==> config.mk <==
export PLATFORM = sky130hd
export DESIGN_NAME = vol_sample_sequencer
export DESIGN_NICKNAME = d
export VERILOG_FILES = /design/src/rtl/vol_sample_sequencer.sv
export SDC_FILE = /design/constraint.sdc
export NUM_CORES = 1
export LEC_CHECK = 0
export ABC_AREA = 1
export CAP_MARGIN = 20
export CORE_MARGIN = 8
export CORE_UTILIZATION = 55
export CTS_CLUSTER_SIZE = 30
export DETAILED_ROUTE_END_ITERATION = 12
export GPL_TIMING_DRIVEN = 0
export PLACE_DENSITY = 0.81
export SLEW_MARGIN = 15
export SYNTH_ARGS = -nofsm -noshare
export SYNTH_HDL_FRONTEND = slang
export SYNTH_SLANG_ARGS = --single-unit
==> constraint.sdc <==
create_clock -name i_clk -period 6.4 [get_ports i_clk]
set_input_delay 1.6 -clock i_clk [delete_from_list [all_inputs] [get_ports i_clk]]
set_output_delay 1.6 -clock i_clk [all_outputs]
set_load 0.05 [all_outputs]
==> src/rtl/vol_sample_sequencer.sv <==
// vol_sample_sequencer: top-of-book intake for the volatility path.
// Buffers updates in a small FIFO, tags each emitted sample with its slot in the
// per-stock circular sample memory, and reports window size and Q32.32 reciprocal.
// Optional build macro: SKIP_UNCHANGED_EN drops quotes identical to the last one
// emitted for the same stock.
module vol_sample_sequencer #(
  parameter int DATA_WIDTH   = 32,
  parameter int FP_WORD_SIZE = 64,
  parameter int BUFFER_SIZE  = 32,
  parameter int NUM_STOCKS   = 4,
  parameter int FIFO_DEPTH   = 4
) (
  input  logic                                    i_clk,
  input  logic                                    i_reset,
  input  logic                                    i_valid,
  output logic                                    o_ready,
  input  logic [$clog2(NUM_STOCKS)-1:0]           i_stock_id,
  input  logic [DATA_WIDTH-1:0]                   i_best_bid,
  input  logic [DATA_WIDTH-1:0]                   i_best_ask,
  input  logic                                    i_stall,
  output logic                                    o_valid,
  output logic [$clog2(NUM_STOCKS*BUFFER_SIZE)-1:0] o_write_address,
  output logic [$clog2(NUM_STOCKS)-1:0]           o_stock_id,
  output logic [DATA_WIDTH-1:0]                   o_best_bid,
  output logic [DATA_WIDTH-1:0]                   o_best_ask,
  output logic [DATA_WIDTH-1:0]                   o_buffer_size,
  output logic [FP_WORD_SIZE-1:0]                 o_buffer_size_reciprocal,
  output logic [$clog2(BUFFER_SIZE):0]            o_fill_count,
  output logic [15:0]                             o_drop_count
);

  localparam int SW = $clog2(NUM_STOCKS);
  localparam int PW = $clog2(BUFFER_SIZE);
  localparam int FW = PW + 1;
  localparam int QW = $clog2(FIFO_DEPTH);
  localparam logic [FW-1:0] FILL_MAX = FW'(BUFFER_SIZE);
  localparam logic [FP_WORD_SIZE-1:0] RECIP = FP_WORD_SIZE'((64'd1 << 32) / 64'(BUFFER_SIZE));

  logic [SW-1:0]         q_stock [FIFO_DEPTH];
  logic [DATA_WIDTH-1:0] q_bid   [FIFO_DEPTH];
  logic [DATA_WIDTH-1:0] q_ask   [FIFO_DEPTH];
  logic [QW-1:0]         wr_idx;
  logic [QW-1:0]         rd_idx;
  logic [QW:0]           q_count;

  logic                  push;
  logic                  pop;
  logic                  zero_quote;
  logic                  skip_same;
  logic                  drop;
  logic                  emit;
  logic [SW-1:0]         h_stock;
  logic [DATA_WIDTH-1:0] h_bid;
  logic [DATA_WIDTH-1:0] h_ask;

  logic [PW-1:0]         ptr  [NUM_STOCKS];
  logic [FW-1:0]         fill [NUM_STOCKS];
  logic [FW-1:0]         fill_next;

  // No bypass: a full FIFO refuses a push even on a pop edge.
  assign o_ready    = (q_count < (QW+1)'(FIFO_DEPTH));
  assign push       = i_valid && o_ready;
  assign pop        = (q_count != '0) && !i_stall;

  assign h_stock    = q_stock[rd_idx];
  assign h_bid      = q_bid[rd_idx];
  assign h_ask      = q_ask[rd_idx];

  assign zero_quote = (h_bid == '0) && (h_ask == '0);
  assign drop       = zero_quote || skip_same;
  assign emit       = pop && !drop;
  assign fill_next  = (fill[h_stock] == FILL_MAX) ? FILL_MAX : fill[h_stock] + FW'(1);

  assign o_buffer_size            = DATA_WIDTH'(BUFFER_SIZE);
  assign o_buffer_size_reciprocal = RECIP;

  // FIFO storage; contents are don't-care while the count says empty, so no reset.
  always_ff @(posedge i_clk) begin
    if (push) begin
      q_stock[wr_idx] <= i_stock_id;
      q_bid[wr_idx]   <= i_best_bid;
      q_ask[wr_idx]   <= i_best_ask;
    end
  end

  // FIFO indices and occupancy.
  always_ff @(posedge i_clk or posedge i_reset) begin
    if (i_reset) begin
      wr_idx  <= '0;
      rd_idx  <= '0;
      q_count <= '0;
    end else begin
      if (push) wr_idx <= wr_idx + QW'(1);
      if (pop)  rd_idx <= rd_idx + QW'(1);
      if (push && !pop)      q_count <= q_count + (QW+1)'(1);
      else if (pop && !push) q_count <= q_count - (QW+1)'(1);
    end
  end

  // Per-stock circular write pointer and saturating fill level, advanced only on emit.
  always_ff @(posedge i_clk or posedge i_reset) begin
    if (i_reset) begin
      for (int s = 0; s < NUM_STOCKS; s++) begin
        ptr[s]  <= '0;
        fill[s] <= '0;
      end
    end else if (emit) begin
      ptr[h_stock]  <= ptr[h_stock] + PW'(1);
      fill[h_stock] <= fill_next;
    end
  end

`ifdef SKIP_UNCHANGED_EN
  logic [DATA_WIDTH-1:0] last_bid [NUM_STOCKS];
  logic [DATA_WIDTH-1:0] last_ask [NUM_STOCKS];
  logic [NUM_STOCKS-1:0] seen;

  assign skip_same = seen[h_stock] && (last_bid[h_stock] == h_bid) && (last_ask[h_stock] == h_ask);

  // Remember the last quote actually emitted per stock.
  always_ff @(posedge i_clk or posedge i_reset) begin
    if (i_reset) begin
      seen <= '0;
      for (int s = 0; s < NUM_STOCKS; s++) begin
        last_bid[s] <= '0;
        last_ask[s] <= '0;
      end
    end else if (emit) begin
      seen[h_stock]     <= 1'b1;
      last_bid[h_stock] <= h_bid;
      last_ask[h_stock] <= h_ask;
    end
  end
`else
  assign skip_same = 1'b0;
`endif

  // Registered sample outputs; data holds its last value when nothing is emitted.
  always_ff @(posedge i_clk or posedge i_reset) begin
    if (i_reset) begin
      o_valid         <= 1'b0;
      o_write_address <= '0;
      o_stock_id      <= '0;
      o_best_bid      <= '0;
      o_best_ask      <= '0;
      o_fill_count    <= '0;
      o_drop_count    <= '0;
    end else begin
      o_valid <= emit;
      if (emit) begin
        o_write_address <= {h_stock, ptr[h_stock]};
        o_stock_id      <= h_stock;
        o_best_bid      <= h_bid;
        o_best_ask      <= h_ask;
        o_fill_count    <= fill_next;
      end
      if (pop && drop && (o_drop_count != 16'hFFFF))
        o_drop_count <= o_drop_count + 16'd1;
    end
  end

endmodule

After elaboration in Yosys (flattened, before gate mapping)
Memories as Yosys holds them, arrays and structs flattened.
Cells that the tools add are included.
{"block": "totals", "reg_bits": 147, "mem_bits_rw": 264, "input_bits": 70, "out_inout_bits": 193, "wordCells": 68, "memories": 3}
{"memory": "q_ask", "depth": 4, "width": 32, "read_ports": 1, "rd_ports_with_merged_regs": 0, "wr": 1, "line": "41", "rtl": "logic [DATA_WIDTH-1:0] q_ask [FIFO_DEPTH];"}
{"memory": "q_bid", "depth": 4, "width": 32, "read_ports": 1, "rd_ports_with_merged_regs": 0, "wr": 1, "line": "40", "rtl": "logic [DATA_WIDTH-1:0] q_bid [FIFO_DEPTH];"}
{"memory": "q_stock", "depth": 4, "width": 2, "read_ports": 1, "rd_ports_with_merged_regs": 0, "wr": 1, "line": "39", "rtl": "logic [SW-1:0] q_stock [FIFO_DEPTH];"}
{"block": "op_classes", "add_sub_neg": 7, "n_lt_le_gt_ge": 3, "n_eq_ne": 2, "mux": 17, "n_bitwise": 1, "reduce_logical": 17}
{"cell": "32-bit logical NOT", "count": 2}
{"cell": "24-bit bitwise mux", "count": 1}
{"cell": "6-bit two-way mux", "count": 4}
{"cell": "20-bit bitwise mux", "count": 1}
{"cell": "16-bit by 1-bit adder with 16-bit output, second input constant", "count": 1}
{"cell": "16-bit inequality test, second input constant", "count": 1}
{"cell": "5-bit two-way mux", "count": 3}
{"cell": "6-bit binary-select mux with 2-bit select", "count": 1}
{"cell": "6-bit demux with 2-bit select", "count": 1}
{"cell": "5-bit binary-select mux with 2-bit select", "count": 1}
{"cell": "5-bit demux with 2-bit select", "count": 1}
{"cell": "1-bit logical AND", "count": 9}
{"cell": "6-bit by 1-bit adder with 6-bit output, second input constant", "count": 1}
{"cell": "6-bit equality test, second input constant", "count": 1}
{"cell": "3-bit two-way mux", "count": 2}
{"cell": "5-bit by 1-bit adder with 5-bit output, second input constant", "count": 1}
{"cell": "2-bit by 1-bit adder with 2-bit output, second input constant", "count": 2}
{"cell": "1-bit logical NOT", "count": 4}
{"cell": "3-bit by 1-bit adder with 3-bit output, second input constant", "count": 1}
{"cell": "3-bit >= comparator, second input constant", "count": 1}
{"cell": "3-bit by 1-bit < comparator with 1-bit output, second input constant", "count": 1}
{"cell": "3-bit < comparator, second input constant", "count": 1}
{"cell": "2-bit inverter with 3-bit output", "count": 1}
{"cell": "3-bit nonzero test", "count": 1}
{"cell": "other kinds (3)", "count": 4}

Longest topological paths before layout
An unclocked memory read counts as a cell.
{"block": "logic_depth", "word_depth": 8, "mapped_depth": 18}

Least setup slack after synthesis
OpenSTA, ideal clock, no wires.
{"block": "synth_path", "path_type": "input-to-reg", "startpoint": "input i_valid", "endpoint": "memory q_ask[0][0], enable pin", "setup_time_ns": 0.491, "t_arrival_ns": 4.530, "t_required_ns": 5.909, "setup_slack_ns": 1.379, "stages": 2, "n_path_buf": 0, "path_cell_list": "nand2_1 > nor2_1"}
{"block": "synth_between", "elab_chain_len": 3}
{"item": "start, declared", "line": "15", "rtl": "input logic i_valid,"}
{"item": "1-bit logical AND", "line": "62", "rtl": "assign push = i_valid && o_ready;"}
{"item": "1-bit two-way mux", "line": "79", "rtl": "if (push) begin"}
{"item": "1-bit two-way mux (not written as such)", "line": "82", "rtl": "q_ask[wr_idx] <= i_best_ask;"}
{"item": "end, declared", "line": "41"}
No other way between the ends.

Worst setup path in the final report
{"block": "layout_path", "startpoint": "input i_stall", "endpoint": "register o_drop_count[1]"}
{"block": "layout_between", "elab_chain_len": 4}
{"item": "start, declared", "line": "20", "rtl": "input logic i_stall,"}
{"item": "1-bit logical NOT", "line": "63", "rtl": "assign pop = (q_count != '0) && !i_stall;"}
{"item": "1-bit logical AND", "line": "63"}
{"item": "1-bit logical AND (2 in series)", "line": "157", "rtl": "if (pop && drop && (o_drop_count != 16'hFFFF))"}
{"item": "end signal, assigned", "line": "158", "rtl": "o_drop_count <= o_drop_count + 16'd1;"}
{"item": "end, declared", "line": "29", "rtl": "output logic [15:0] o_drop_count"}
No other way between the ends.
A chain may end at the register's enable or synchronous reset.

==> results by group <==
Pwr
  • Internal power: 6140 µW
  • Static leakage: roughly 0.0095 µW
  • Switching power: 4820 µW
  • Pwr dens: roughly 500 nW/µm²
  • Maximum vdd ir drop: 0.477 mV
  • Power share of the clock group: 20.3%
  • Portion of total power attributed to combinational logic: between 40% and 50%
  • Share of total power in sequential cells: 34.4%
  • Switching portion of total power: 44.0%

CTS
  • Buffer count from post-CTS setup fixing: 0
  • Clock root buffer master: sky130_fd_sc_hd__clkbuf_16
  • Number of hold-repair buffers added at the cts stage: 0
  • CTS tree: done
  • Number of buffers on the longest clock path: 3
  • Gates resized, CTS repair: 0
  • Level count of the clock H-tree: 2
  • Clock transition time at the flip-flop clock pins of the worst setup and hold paths: 60 ps
  • Skew-Pair Late Insertion Delay: between 500 and 600 ps
  • Total CTS buffers: 41
  • Number of sinks on the clock net: 409

Logic synthesis
  • Share of the synthesized area in the top cell type: 44.6%
  • Syn Std Cell Area: 17,800 µm²
  • Most common library cells after synthesis: sky130_fd_sc_hd__nand2_1 (669), sky130_fd_sc_hd__edfxtp_1 (264), sky130_fd_sc_hd__nand3_1 (207)
  • Sequential-to-total area share from yosys stat: 65.0%
  • Top-count cell post-synth: sky130_fd_sc_hd__nand2_1
  • Yosys warning total: 0
  • Most used flip-flop cell after synthesis: sky130_fd_sc_hd__edfxtp_1
  • Fraction of synthesis flops using an asynchronous set or reset pin: 35.5%
  • Flip-flop and latch count after synthesis: 409
  • Yosys cell types: 38
  • Number of flops mapped to enable cells by yosys: 264
  • Number of standard cells after synthesis: approximately 1,700
  • Post-synth top area cell: sky130_fd_sc_hd__edfxtp_1
  • Ranking of synthesized cells by area: sky130_fd_sc_hd__edfxtp_1 (45%), sky130_fd_sc_hd__dfrtp_1 (20%), sky130_fd_sc_hd__nand2_1 (14%)
  • Mean instance size in the synthesized netlist: between 10 and 15 µm²

Drt
  • Total wire length: 47,500 µm
  • DRT iter0 DRCs: 1,460
  • Via count: 13,400
  • Wirelength per Cell: 19.3 µm
  • Via density: roughly 5.5
  • Post-route ant nets: 0
  • DRC viols: 0
  • First drt pass iteration count: 6

Global route
  • Global-route track usage on met3: 4.90%
  • Pin count of the biggest net entering global routing: approximately 100
  • Via count of the first global-routing pass: 13,400
  • Routing layer with the top usage in global route: met2
  • Initial antenna violation count: 1
  • Global-route met2 utilization: around 40%
  • Global-route wire length before repair: roughly 73,000 µm
  • GR Overflow Total: 0
  • Global router's overall resource usage: 24.3%
  • Met1 routing resource usage after global routing: 30.0%

Floorplan
  • CORE AREA: about 32,000 µm²
  • Die outline width: slightly below 200 µm
  • Count of boundary I/O pins: 263
  • Initial standard-cell utilization of the core: 55.2%
  • Die span in y: approximately 200 µm
  • Area of the die: 38,400 µm²
  • Site Rows: 66

Worst setup path
  • Startpoint type of the worst setup path: input port
  • Kind of end point of the critical path: register
  • Data arrival time of the worst path: 3970 ps
  • Worst Path Class, Setup: in2reg
  • Critical path fanouts, max: 10
  • Critical Path RT: ~7000 ps

Timing
  • Worst-case clock skew: ~14 ps
  • Headroom to the max-slew limit: 44.0%
  • Number of failing hold endpoints at the final stage: 0
  • Worst Slack Setup Final: 2900 ps
  • Final worst path period need: 3500 ps
  • Max-slew violation count: 0
  • Peak Freq: 286 MHz
  • Total negative slack: 0 ps
  • Period utilisation layout: 54.7%
  • Final-layout worst hold slack: approximately 470 ps
  • Worst Tran Pin Value: 838 ps
  • Setup repair after global routing missed its margin: false
  • Final-report setup violation count: 0

Layout
  • Layout overhead on the synthesized area: 23.0%
  • Fill count: between 2,000 and 2,500
  • Post-layout instance count excluding filler cells: between 2,000 and 2,500
  • Combined area of the multi-input logic cells: between 5000 and 6000 µm²
  • Util after Layout: 67.9%
  • Nets: 2,101
  • Combined flip-flop and latch cell area: about 12,000 µm²
  • Share of post-route cells with drive strength above 1: 13.4%

Outcome
  • Result of the run: finished clean

Place
  • Half-perimeter wire length after detailed placement: about 33,000 µm
  • Count of buffers from port buffering: between 150 and 200
  • Placed insts: 2,386
  • Setup slack at placement: 2410 ps
  • Final weighted congestion of routability-driven global placement: 0.889

Min path
  • Path type of the worst min-delay path: reg2reg

Flow run
  • Count of max-cap constraint violations: 0
==> cell usage in the layout (no fill, tap or decap), types with 2 or more instances in the layout <==
| master | instances |
|---|---|
| sky130_fd_sc_hd__nand2_1 | 669 |
| sky130_fd_sc_hd__o21ai_0 | 19 |
| sky130_fd_sc_hd__o21ai_1 | 53 |
| sky130_fd_sc_hd__a21oi_2 | 2 |
| sky130_fd_sc_hd__nand3_1 | 207 |
| sky130_fd_sc_hd__xnor2_1 | 5 |
| sky130_fd_sc_hd__nor4_1 | 4 |
| sky130_fd_sc_hd__clkbuf_16 | 41 |
| sky130_fd_sc_hd__buf_16 | 8 |
| sky130_fd_sc_hd__buf_1 | 2 |
| sky130_fd_sc_hd__nand4_1 | 5 |
| sky130_fd_sc_hd__nor2_2 | 3 |
| sky130_fd_sc_hd__buf_4 | 112 |
| sky130_fd_sc_hd__nand3_2 | 2 |
| sky130_fd_sc_hd__nand2_2 | 13 |
| sky130_fd_sc_hd__o21ai_2 | 10 |
| sky130_fd_sc_hd__edfxtp_1 | 264 |
| sky130_fd_sc_hd__nor3_1 | 5 |
| sky130_fd_sc_hd__inv_1 | 40 |
| sky130_fd_sc_hd__clkdlybuf4s50_1 | 166 |
| sky130_fd_sc_hd__dfrtp_1 | 145 |
| sky130_fd_sc_hd__nor2_4 | 8 |
| sky130_fd_sc_hd__clkbuf_8 | 5 |
| sky130_fd_sc_hd__buf_2 | 30 |
| sky130_fd_sc_hd__ha_1 | 9 |
| sky130_fd_sc_hd__inv_2 | 2 |
| sky130_fd_sc_hd__nor2_1 | 36 |
| sky130_fd_sc_hd__buf_6 | 17 |
| sky130_fd_sc_hd__xor2_1 | 14 |
| sky130_fd_sc_hd__clkinv_2 | 8 |
| sky130_fd_sc_hd__buf_12 | 4 |
| sky130_fd_sc_hd__clkbuf_1 | 32 |
| sky130_fd_sc_hd__conb_1 | 96 |
| sky130_fd_sc_hd__inv_6 | 2 |
==> registers in the layout (all words and copies together) (netlist names), 3 cells and up <==
signal and flops:
o_best_ask 32, ptr 20, o_drop_count 16, fill 24, q_count 3, q_stock 8, o_best_bid 32, o_write_address 7
o_fill_count 6, q_ask 128, q_bid 128
==> routing by layer <==
| metal | up-vias | wire, µm |
|---|---|---|
| met5 | - | 0 |
| met4 | 0 | 2100 |
| met3 | 144 | 5040 |
| met2 | 868 | 22900 |
| met1 | 6293 | 17500 |
| li1 | 6105 | - |
==> power by group through the flow <==
stage | Combinational, µW | Clock [µW] | Sequential [µW]
after floorplan | 2420 | 0 | 4540
after global placement | 4690 | 0 | 3840
after detailed placement | 4900 | 0 | 3800
after CTS | 4930 | 2240 | 3760
after global routing | 5320 | 2340 | 3820
final | 4960 | 2230 | 3780
==> final timing paths <==
check	slack, ps	to	from	cells past startpoint
worst max-delay path	2900	o_drop_count[1]	i_stall	7
min in group asynchronous	1470	o_fill_count[2]	i_reset	2
worst max register to register	3380	fill[1]	rd_idx[1]	15
max in group asynchronous	4060	o_best_bid[22]	i_reset	3
worst min-delay path	470	o_fill_count[1]	o_fill_count[1]	2
worst min register to register	470	o_fill_count[1]	o_fill_count[1]	2
==> critical path, cell delays in order <==
cell and delay, ps:
sky130_fd_sc_hd__clkdlybuf4s50_1 400, sky130_fd_sc_hd__nor2_1 570, sky130_fd_sc_hd__inv_1 270, sky130_fd_sc_hd__a41oi_1 460
sky130_fd_sc_hd__clkbuf_1 430, sky130_fd_sc_hd__nand3_1 150, sky130_fd_sc_hd__nand2_1 90
==> stage by stage <==
| step | cell area (µm²) | power (µW) |
|---|---|---|
| global route | 21900 | 11500 |
| finish | 21900 | 11000 |
| CTS | 21900 | 10900 |
| global placement | 20300 | 8520 |
| detailed placement | 20700 | 8700 |
| floorplan | 18100 | 6970 |
==> cell type report <==
cell class	instances	share of cell area [%]
Multi-Input combinational cell	1171	23.8
Clock buffer	62	5.28
Timing Repair Buffer	178	8.97
Inverter	43	0.772
Tap cell	408	2.33
Sequential cell	409	52.8
Clock inverter	11	0.303
Antenna cell	1	0.0114
Buffer	177	5.71
==> logic make-up (layout without fill, tap and decap cells) <==
kind of cell	count (synthesis)	in the layout	synth area share, %
buffers and inverters	220	471	7.93
AO/OA/AOI/OAI	87	87	2.77
AND/OR/NAND/NOR	957	957	22.5
flip-flops	409	409	65.0
adder cells (fa/ha/maj)	10	10	0.745
multiplexers	1	1	0.0633
other	2	97	0.0422
XOR/XNOR	20	20	1.03
(Power assumes the default switching activity.)
